<file path="config.mk">
export PLATFORM = sky130hd
export DESIGN_NAME = button_pattern_gen_flat
export DESIGN_NICKNAME = d
export VERILOG_FILES = /design/src/rtl/button_pattern_gen_if.sv /design/src/rtl/button_pattern_gen.sv /design/src/flat_wrapper.sv
export SDC_FILE = /design/constraint.sdc
export NUM_CORES = 1
export LEC_CHECK = 0
export BUFFER_PORTS_ARGS = -buffer_cell sky130_fd_sc_hd__buf_2
export CORE_MARGIN = 10
export CORE_UTILIZATION = 59
export CTS_BUF_LIST = sky130_fd_sc_hd__clkbuf_8
export DETAILED_ROUTE_END_ITERATION = 6
export PLACE_DENSITY = 0.82
export SLEW_MARGIN = 20
export SYNTH_ARGS = -nofsm -noshare
export SYNTH_HDL_FRONTEND = slang
export SYNTH_SLANG_ARGS = --single-unit
</file>
<file path="constraint.sdc">
create_clock -name clk -period 2.5 [get_ports clk]
set_clock_uncertainty 0.1 [all_clocks]
set_input_delay 0.5 -clock clk [delete_from_list [all_inputs] [get_ports clk]]
set_output_delay 0.5 -clock clk [all_outputs]
set_load 0.005 [all_outputs]
</file>
<file path="src/rtl/button_pattern_gen_if.sv">
// Handshake bundle between the pattern generator and its driver.
// Carries run control in and emulated button lines / run status out.
interface button_pattern_gen_if #(
    parameter int REP_W = 4
);
    logic             start;
    logic             abort;
    logic [REP_W-1:0] repeat_n;
    logic             btn3_n;
    logic             btn4_n;
    logic             busy;
    logic             done;
    logic [REP_W-1:0] seq_cnt;

    modport master (
        output start, abort, repeat_n,
        input  btn3_n, btn4_n, busy, done, seq_cnt
    );

    modport slave (
        input  start, abort, repeat_n,
        output btn3_n, btn4_n, busy, done, seq_cnt
    );
endinterface

</file>
<file path="src/rtl/button_pattern_gen.sv">
// Emulates button 3 then button 4 press/release, repeated per run,
// on active-low registered lines with fixed press and gap widths.
module button_pattern_gen #(
    parameter int PRESS_CYCLES = 2_700_000,
    parameter int GAP_CYCLES   = 2_700_000,
    parameter int CNT_W        = 24,
    parameter int REP_W        = 4
) (
    input logic                clk,
    input logic                rst,
    button_pattern_gen_if.slave bus
);
    typedef enum logic [2:0] {
        IDLE,
        P3,
        G3,
        P4,
        G4
    } state_e;

    localparam logic [CNT_W-1:0] PRESS_LD = CNT_W'(PRESS_CYCLES - 1);
    localparam logic [CNT_W-1:0] GAP_LD   = CNT_W'(GAP_CYCLES - 1);

    state_e           state_q, state_d;
    logic [CNT_W-1:0] cnt_q, cnt_d;
    logic [REP_W-1:0] rep_q, rep_d;
    logic [REP_W-1:0] seq_cnt_q, seq_cnt_d;
    logic             btn3_n_q, btn3_n_d;
    logic             btn4_n_q, btn4_n_d;
    logic             busy_q, busy_d;
    logic             done_q, done_d;
    logic [REP_W:0]   seq_nxt;

    always_comb begin
        state_d   = state_q;
        cnt_d     = cnt_q;
        rep_d     = rep_q;
        seq_cnt_d = seq_cnt_q;
        done_d    = 1'b0;
        seq_nxt   = {1'b0, seq_cnt_q} + (REP_W+1)'(1);

        if (state_q == IDLE) begin
            if (bus.start && !bus.abort) begin
                state_d   = P3;
                cnt_d     = PRESS_LD;
                seq_cnt_d = '0;
                rep_d     = (bus.repeat_n == '0) ? REP_W'(1)
                                                 : bus.repeat_n;
            end
        end else if (bus.abort) begin
            state_d = IDLE;
            cnt_d   = '0;
        end else if (cnt_q != '0) begin
            cnt_d = cnt_q - CNT_W'(1);
        end else begin
            case (state_q)
                P3: begin
                    state_d = G3;
                    cnt_d   = GAP_LD;
                end
                G3: begin
                    state_d = P4;
                    cnt_d   = PRESS_LD;
                end
                P4: begin
                    state_d = G4;
                    cnt_d   = GAP_LD;
                end
                G4: begin
                    seq_cnt_d = seq_nxt[REP_W-1:0];
                    if (seq_nxt < {1'b0, rep_q}) begin
                        state_d = P3;
                        cnt_d   = PRESS_LD;
                    end else begin
                        state_d = IDLE;
                        cnt_d   = '0;
                        done_d  = 1'b1;
                    end
                end
                default: begin
                    state_d = IDLE;
                    cnt_d   = '0;
                end
            endcase
        end

        // Outputs decoded from the next state so they leave straight from flops
        btn3_n_d = (state_d != P3);
        btn4_n_d = (state_d != P4);
        busy_d   = (state_d != IDLE);
    end

    always_ff @(posedge clk) begin
        if (rst) begin
            state_q   <= IDLE;
            cnt_q     <= '0;
            rep_q     <= '0;
            seq_cnt_q <= '0;
            btn3_n_q  <= 1'b1;
            btn4_n_q  <= 1'b1;
            busy_q    <= 1'b0;
            done_q    <= 1'b0;
        end else begin
            state_q   <= state_d;
            cnt_q     <= cnt_d;
            rep_q     <= rep_d;
            seq_cnt_q <= seq_cnt_d;
            btn3_n_q  <= btn3_n_d;
            btn4_n_q  <= btn4_n_d;
            busy_q    <= busy_d;
            done_q    <= done_d;
        end
    end

    assign bus.btn3_n  = btn3_n_q;
    assign bus.btn4_n  = btn4_n_q;
    assign bus.busy    = busy_q;
    assign bus.done    = done_q;
    assign bus.seq_cnt = seq_cnt_q;
endmodule

</file>
<file path="src/flat_wrapper.sv">
// flat-port wrapper written by rule: the top's interface ports become plain ports
module button_pattern_gen_flat 
#(
    parameter int PRESS_CYCLES = 2_700_000,
    parameter int GAP_CYCLES   = 2_700_000,
    parameter int CNT_W        = 24,
    parameter int REP_W        = 4
)
  (clk, rst, bus_start, bus_abort, bus_repeat_n, bus_btn3_n, bus_btn4_n, bus_busy, bus_done, bus_seq_cnt);
  button_pattern_gen_if #(.REP_W(REP_W)) bus_i ();
  input logic clk;
  input logic rst;
  input wire logic [$bits(bus_i.start)-1:0] bus_start;
  input wire logic [$bits(bus_i.abort)-1:0] bus_abort;
  input wire logic [$bits(bus_i.repeat_n)-1:0] bus_repeat_n;
  output wire logic [$bits(bus_i.btn3_n)-1:0] bus_btn3_n;
  output wire logic [$bits(bus_i.btn4_n)-1:0] bus_btn4_n;
  output wire logic [$bits(bus_i.busy)-1:0] bus_busy;
  output wire logic [$bits(bus_i.done)-1:0] bus_done;
  output wire logic [$bits(bus_i.seq_cnt)-1:0] bus_seq_cnt;
  assign bus_i.start = bus_start;
  assign bus_i.abort = bus_abort;
  assign bus_i.repeat_n = bus_repeat_n;
  assign bus_btn3_n = bus_i.btn3_n;
  assign bus_btn4_n = bus_i.btn4_n;
  assign bus_busy = bus_i.busy;
  assign bus_done = bus_i.done;
  assign bus_seq_cnt = bus_i.seq_cnt;
  button_pattern_gen #(.PRESS_CYCLES(PRESS_CYCLES), .GAP_CYCLES(GAP_CYCLES), .CNT_W(CNT_W), .REP_W(REP_W)) u_core (.clk(clk), .rst(rst), .bus(bus_i));
endmodule
</file>
==> impl_metrics.py, run 1 <==
metrics = {
    "finish": {
        "drive_gt1_frac": 0.174,
        "instances_no_fill": 364,
        "nets": 329,
        "finish.utilization": 0.704,
        "syn_to_final_growth_pct": 13.7,
        "num_antenna_cells": 0,
    },
    "place": {
        "portBuffers": 15,
        "place_ws_ns": -0.00155,
        "place_inst": 356,
        "place_congestion": 0.877,
        "place_hpwl_mm": 4.48,
    },
    "clock_tree": {
        "path_clk_slew_ns": 0.08,
        "tritoncts": "built",
        "clockBufferDepth": 2,
        "numCtsBuffers": 5,
        "cts_hold_buf": 0,
        "cts_setup_buffers": 0,
        "htree_levels": 2,
        "clock-sinks": 39,
        "root_buffer": "clkbuf_8",
        "clk_latency_ns": 0.30,
    },
    "synth": {
        "synth-simple-area-share": 0.271,
        "synth.ff_latch_count": 39,
        "synth.area.top_cells": "dfxtp_1 (34%), a21oi_1 (6.3%), o21ai_0 (5.0%)",
        "synth_xor_xnor_area_share": 0.0227,
        "synth_edf_count": 0,
        "yosys.area.top_type": "dfxtp_1",
        "yosysUniqueCellTypes": 58,
        "synthArstFlopShare": 0,
        "synthTopCellsByCount": "dfxtp_1 (39), a21oi_1 (29), nor2_1 (23), o21ai_0 (23), nand2_1 (19)",
        "ys_seq_area_frac": 0.337,
        "synth.top_cell.area_share": 0.337,
        "synth_area_per_cell_um2": 7.97,
        "synth_top_family_by_area": "compound AO/OA/AOI/OAI gates",
        "synth_cells": 291,
        "yosys.cell_count.top_type": "dfxtp_1",
        "synth.area.mux_share": 0.00917,
        "synthAdderAreaFrac": 0.0324,
        "synth_flop_cell": "dfxtp_1",
        "synth_compound_area_frac": 0.282,
        "syn_nets": 305,
        "yosysWarnings": 0,
        "synthesis.area_mm2": 0.00232,
    },
    "timing": {
        "fmax_mhz": 426,
        "relSlewSlack": 0.639,
        "tightest_slew_ns": 0.537,
        "setup-violations-final": 0,
        "slew_viol_final": 0,
        "grt_setup_unrepaired": "no",
        "finalHoldViolCount": 0,
        "fin_crit_ns": 2.35,
        "timing.final.ws_setup_ns": 0.154,
        "fin_crit_sh": 0.939,
        "timing.hold.ws_ns": 0.348,
    },
    "min_path": {
        "hold_start": "bus_repeat_n[2]",
        "hold_path_class": "primary input to flip-flop",
    },
    "floorplan": {
        "chipWidth_um": 82.7,
        "die_h_um": 82.7,
        "initial_core_util": 0.619,
        "die_area_mm2": 0.00684,
        "core_mm2": 0.00374,
        "boundaryPins": 16,
        "row_count": 22,
    },
    "grt": {
        "grt-ovfl-total": 0,
        "grt_busiest_layer": "met2",
        "grt_pass1_wl_mm": 10.4,
        "met1_usage": 0.251,
        "use_met3": 0.0400,
        "antenna_found_initial": 0,
        "grt_pass1_vias": 2189,
        "grt_max_degree": 28,
        "grt_usage": 0.194,
        "use_met2": 0.304,
    },
    "critical_path": {
        "crit_fanout": 7,
        "crit_type": "flip-flop to flip-flop",
        "regToRegSetupSlack_ns": 0.15,
        "crit_arrival_ns": 2.46,
        "slowest_stage": "dfxtp_1",
        "cp-start-kind": "flip-flop",
        "worstSetupEndpointType": "flip-flop",
        "cpMostUsedCell": "ha_1",
        "crit_chain": "ha_1 > ha_1 > a21boi_0 > o31ai_2 > a211o_1 > o311ai_0 > a211oi_1",
        "cp_num_buf_inv": 0,
        "r2r-start": "u_core.bus.seq_cnt[0]$_SDFFE_PP0P_",
        "crit_path_max_incr_delay_ns": 0.42,
        "path_delay_family": "compound AO/OA/AOI/OAI gates",
        "startpoint": "u_core.bus.seq_cnt[0]$_SDFFE_PP0P_",
        "crit_required_ns": 2.62,
    },
    "power_and_ir_drop": {
        "power_mw": 1.61,
        "vdd_drop_max_mv": 0.401,
        "p_leak_nw": 0.969,
        "power_density_mw_per_mm2": 611,
    },
    "routing": {
        "wire_per_inst_um": 17.3,
        "drt_first_iter_violations": 313,
        "vias_per_cell": 6.66,
        "vias": 2425,
        "firstDrtPassIters": 5,
        "antenna_left": 0,
        "routed_wirelength_mm": 6.29,
        "drc": 0,
    },
    "outcome": {
        "run_status": "completed",
    },
    "run": {
        "drv_cap": 0,
    },
}
[flip-flops by register name, summed over array words and instances, names as in the netlist]
signal / count
u_core.bus.btn3_n: 1
u_core.bus.btn4_n: 1
u_core.bus.busy: 1
u_core.bus.done: 1
u_core.bus.seq_cnt: 4
u_core.cnt_q: 24
u_core.rep_q: 4
u_core.state_q: 3
[kinds of logic after synthesis]
| family | count (synthesis) |
|---|---|
| adders and majority gates | 6 |
| muxes | 2 |
| buffers and inverters | 25 |
| AOI/OAI and AO/OA | 104 |
| and+or+nand+nor | 109 |
| DFF | 39 |
| xor gates and xnor gates | 6 |
[final cells by class]
cell class | instances | area [µm²]
Clock inverter | 1 | 3.75
Clock buffer | 7 | 96.3
Timing Repair Buffer | 34 | 218
Sequential cell | 39 | 781
Tap cell | 48 | 60.1
Multi-Input combinational cell | 227 | 1450
Fill cell | 316 | 1110
Inverter | 8 | 30.0
[routing by layer]
layer  routed length (µm)  part of all wire  up-vias
li1                     -                 -     1154
met1                 2700              0.43     1120
met2                 2920              0.46      136
met3                  560             0.089       15
met4                  112             0.018        0
met5                    0                 0        -
[worst paths after layout]
check                           cells past startpoint                            end
worst max-delay path                                7  u_core.cnt_q[16]$_SDFFE_PP0P_
worst min register to register                      2   u_core.rep_q[3]$_SDFFE_PP0P_
worst max register to register                      7  u_core.cnt_q[16]$_SDFFE_PP0P_
worst min-delay path                                3   u_core.rep_q[2]$_SDFFE_PP0P_
[power by group]
part           switching, mW  leakage, nW  internal (mW)
registers             0.0372        0.318          0.652
logic                  0.276        0.595          0.179
clock network          0.219       0.0557          0.248
total                  0.532        0.969           1.08
[cell usage in the layout (no fill, tap or decap), types with 3 or more instances in the layout]
| cell type | n |
|---|---|
| a311oi_1 | 5 |
| nand2_1 | 19 |
| xor2_1 | 4 |
| inv_1 | 9 |
| ha_1 | 6 |
| nand4_1 | 5 |
| a31oi_1 | 8 |
| buf_2 | 15 |
| a211oi_1 | 4 |
| nand3_1 | 9 |
| nor2_1 | 23 |
| or3_1 | 6 |
| clkbuf_8 | 7 |
| o21ai_0 | 23 |
| o211ai_1 | 4 |
| dfxtp_1 | 39 |
| nand2b_1 | 5 |
| buf_4 | 19 |
| a21oi_1 | 29 |
| nor4_1 | 8 |
| nor3_1 | 9 |
| o311ai_0 | 3 |
| nor2b_1 | 3 |
| o22ai_1 | 6 |
[timing repair]
item,CTS,global route
resized for setup,1,2
pin swaps,0,0
setup endpoints to repair,5,7
endpoints found under the hold margin,0,0
[stage by stage]
stage | setup TNS (ns) | instance area [µm²]
2_1_floorplan | 0 | 2320
3_3_place_gp | 0 | 2520
3_5_place_dp | -0.00155 | 2520
4_1_cts | 0 | 2630
5_1_grt | 0 | 2640
6_report | 0 | 2640
[tightest hold or removal path, delay by kind of cell]
family | cells | cell delay [ns]
buf+inv | 1 | 0.10
compound gates | 1 | 0.05
simple gates | 1 | 0.05
No activity file was read; power rests on OpenSTA's default activity.
==> inputs of run 2 (changes only) <==
- PLACE_DENSITY: 0.82 -> default
- PLACE_DENSITY_LB_ADDON: default -> 0.2
- clock period: 2.5 -> 2.8 ns (I/O delays scaled with it)
==> run 2 against run 1 <==
Compared with the run above: via count shrank 3.1%; critical path depth did not move; core utilization is 3.1 points lower; final cell count shrank 3.6%; non-clock buffer count fell by 12; global-route usage decreased by 0.71 points; clock power fell by 16%; highest routed layer unchanged.
==> impl_metrics.py, run 2 (synthesis results as in run 1) <==
metrics = {
    "outcome": {
        "run_status": "completed",
    },
    "critical_path": {
        "crit_arrival_ns": 2.76,
        "crit_fanout": 7,
        "r2r_cells": 7,
        "crit_required_ns": 2.91,
        "cp-start-kind": "flip-flop",
        "worstSetupEndpointType": "flip-flop",
        "crit_type": "flip-flop to flip-flop",
    },
    "floorplan": {
        "core_mm2": 0.00374,
        "die_h_um": 82.7,
        "chipWidth_um": 82.7,
        "initial_core_util": 0.619,
        "die_area_mm2": 0.00684,
        "boundaryPins": 16,
        "row_count": 22,
    },
    "timing": {
        "relSlewSlack": 0.531,
        "fin_crit_ns": 2.64,
        "timing.hold.ws_ns": 0.356,
        "fin_crit_sh": 0.944,
        "grt_setup_unrepaired": "no",
        "tightest_slew_ns": 0.704,
        "slew_viol_final": 0,
        "timing.final.ws_setup_ns": 0.157,
        "finalHoldViolCount": 0,
        "fin_tns_setup_ns": 0,
        "setup-violations-final": 0,
        "fmax_mhz": 378,
    },
    "finish": {
        "stdcell_area_mm2": 0.00252,
        "num_antenna_cells": 0,
        "nets": 317,
        "largest-register": "u_core.cnt_q",
        "mostFrequentLayoutCell": "dfxtp_1",
        "final_cell_mix": "dfxtp_1 (39), a21oi_1 (29), nor2_1 (23), o21ai_0 (23), nand2_1 (19)",
        "num-fill-cells": 342,
        "syn_to_final_growth_pct": 8.58,
        "drive_gt1_frac": 0.132,
        "largest_register_ffs": 24,
        "finish.utilization": 0.672,
        "instances_no_fill": 351,
    },
    "grt": {
        "grt_usage": 0.187,
        "antenna_found_initial": 0,
        "grt_pass1_vias": 2060,
        "grt-ovfl-total": 0,
        "grt_pass1_wl_mm": 10.1,
        "grt_max_degree": 39,
    },
    "place": {
        "place_hpwl_mm": 4.37,
        "place_ws_ns": 0.258,
        "place_inst": 344,
        "place_congestion": 0.909,
        "portBuffers": 15,
        "dpl_cell_area_mm2": 0.00243,
    },
    "clock_tree": {
        "root_buffer": "clkbuf_8",
        "htree_levels": 2,
        "tritoncts": "built",
        "cts_setup_buffers": 0,
        "clock-sinks": 39,
        "cts_hold_buf": 0,
        "numCtsBuffers": 5,
        "path_clk_slew_ns": 0.08,
        "clockBufferDepth": 2,
        "postCtsResizedCells": 0,
        "clk_latency_ns": 0.30,
    },
    "power_and_ir_drop": {
        "p_leak_nw": 0.895,
        "power_mw": 1.37,
        "vdd_drop_max_mv": 0.324,
        "power_density_mw_per_mm2": 544,
    },
    "run": {
        "drv_cap": 0,
    },
    "min_path": {
        "holdPathStages": 2,
        "hold_path_class": "flip-flop to flip-flop",
    },
    "routing": {
        "antenna_left": 0,
        "wire_per_inst_um": 17.7,
        "drt_first_iter_violations": 356,
        "routed_wirelength_mm": 6.22,
        "vias": 2350,
        "drc": 0,
        "vias_per_cell": 6.70,
        "firstDrtPassIters": 5,
    },
}
-- run 2: cell count changes in the layout (fill, tap and decap cells not counted), sizes merged --
cell    previous run  this run
clkbuf             7         6
buf               34        22
inv                9         8
clkinv             0         1
-- run 2: cell type report --
| cell class | count | area [µm²] | share of cell area |
|---|---|---|---|
| inverters | 8 | 30.0 | 0.0119 |
| multi-input cells | 227 | 1430 | 0.569 |
| clock inverters | 1 | 5.00 | 0.00199 |
| repair buffers | 22 | 128 | 0.0507 |
| clock buffers | 6 | 82.6 | 0.0328 |
| well taps | 48 | 60.1 | 0.0239 |
| flip-flops and latches | 39 | 781 | 0.310 |
-- run 2: worst paths after layout --
check	end	start	slack, ns
hold reg to reg	u_core.rep_q[2]$_SDFFE_PP0P_	u_core.rep_q[2]$_SDFFE_PP0P_	0.36
setup / recovery	u_core.cnt_q[19]$_SDFFE_PP0P_	u_core.bus.seq_cnt[0]$_SDFFE_PP0P_	0.16
hold / removal	u_core.rep_q[2]$_SDFFE_PP0P_	u_core.rep_q[2]$_SDFFE_PP0P_	0.36
setup reg to reg	u_core.cnt_q[19]$_SDFFE_PP0P_	u_core.bus.seq_cnt[0]$_SDFFE_PP0P_	0.16
-- run 2: worst max-delay path, cell delays in order (launching register included) --
cell      delay (ns)
dfxtp_1         0.42
ha_1            0.28
ha_1            0.28
a21boi_0        0.14
o31ai_1         0.50
a211o_1         0.32
nand3_1         0.28
o22ai_1         0.25
-- run 2: power breakdown --
group          switching (mW)  internal, mW  leakage (nW)
combinational           0.233         0.129         0.530
sequential             0.0337         0.582         0.318
clock                   0.200         0.193        0.0470
total                   0.466         0.905         0.895
-- run 2: metal layers --
| layer | wire length [µm] | track usage | vias to the layer above |
|---|---|---|---|
| li1 | - | - | 1141 |
| met1 | 2760 | 0.254 | 1086 |
| met2 | 2880 | 0.287 | 116 |
| met3 | 496 | 0.0389 | 7 |
| met4 | 77 | 0.0602 | 0 |
| met5 | 0 | 0 | - |
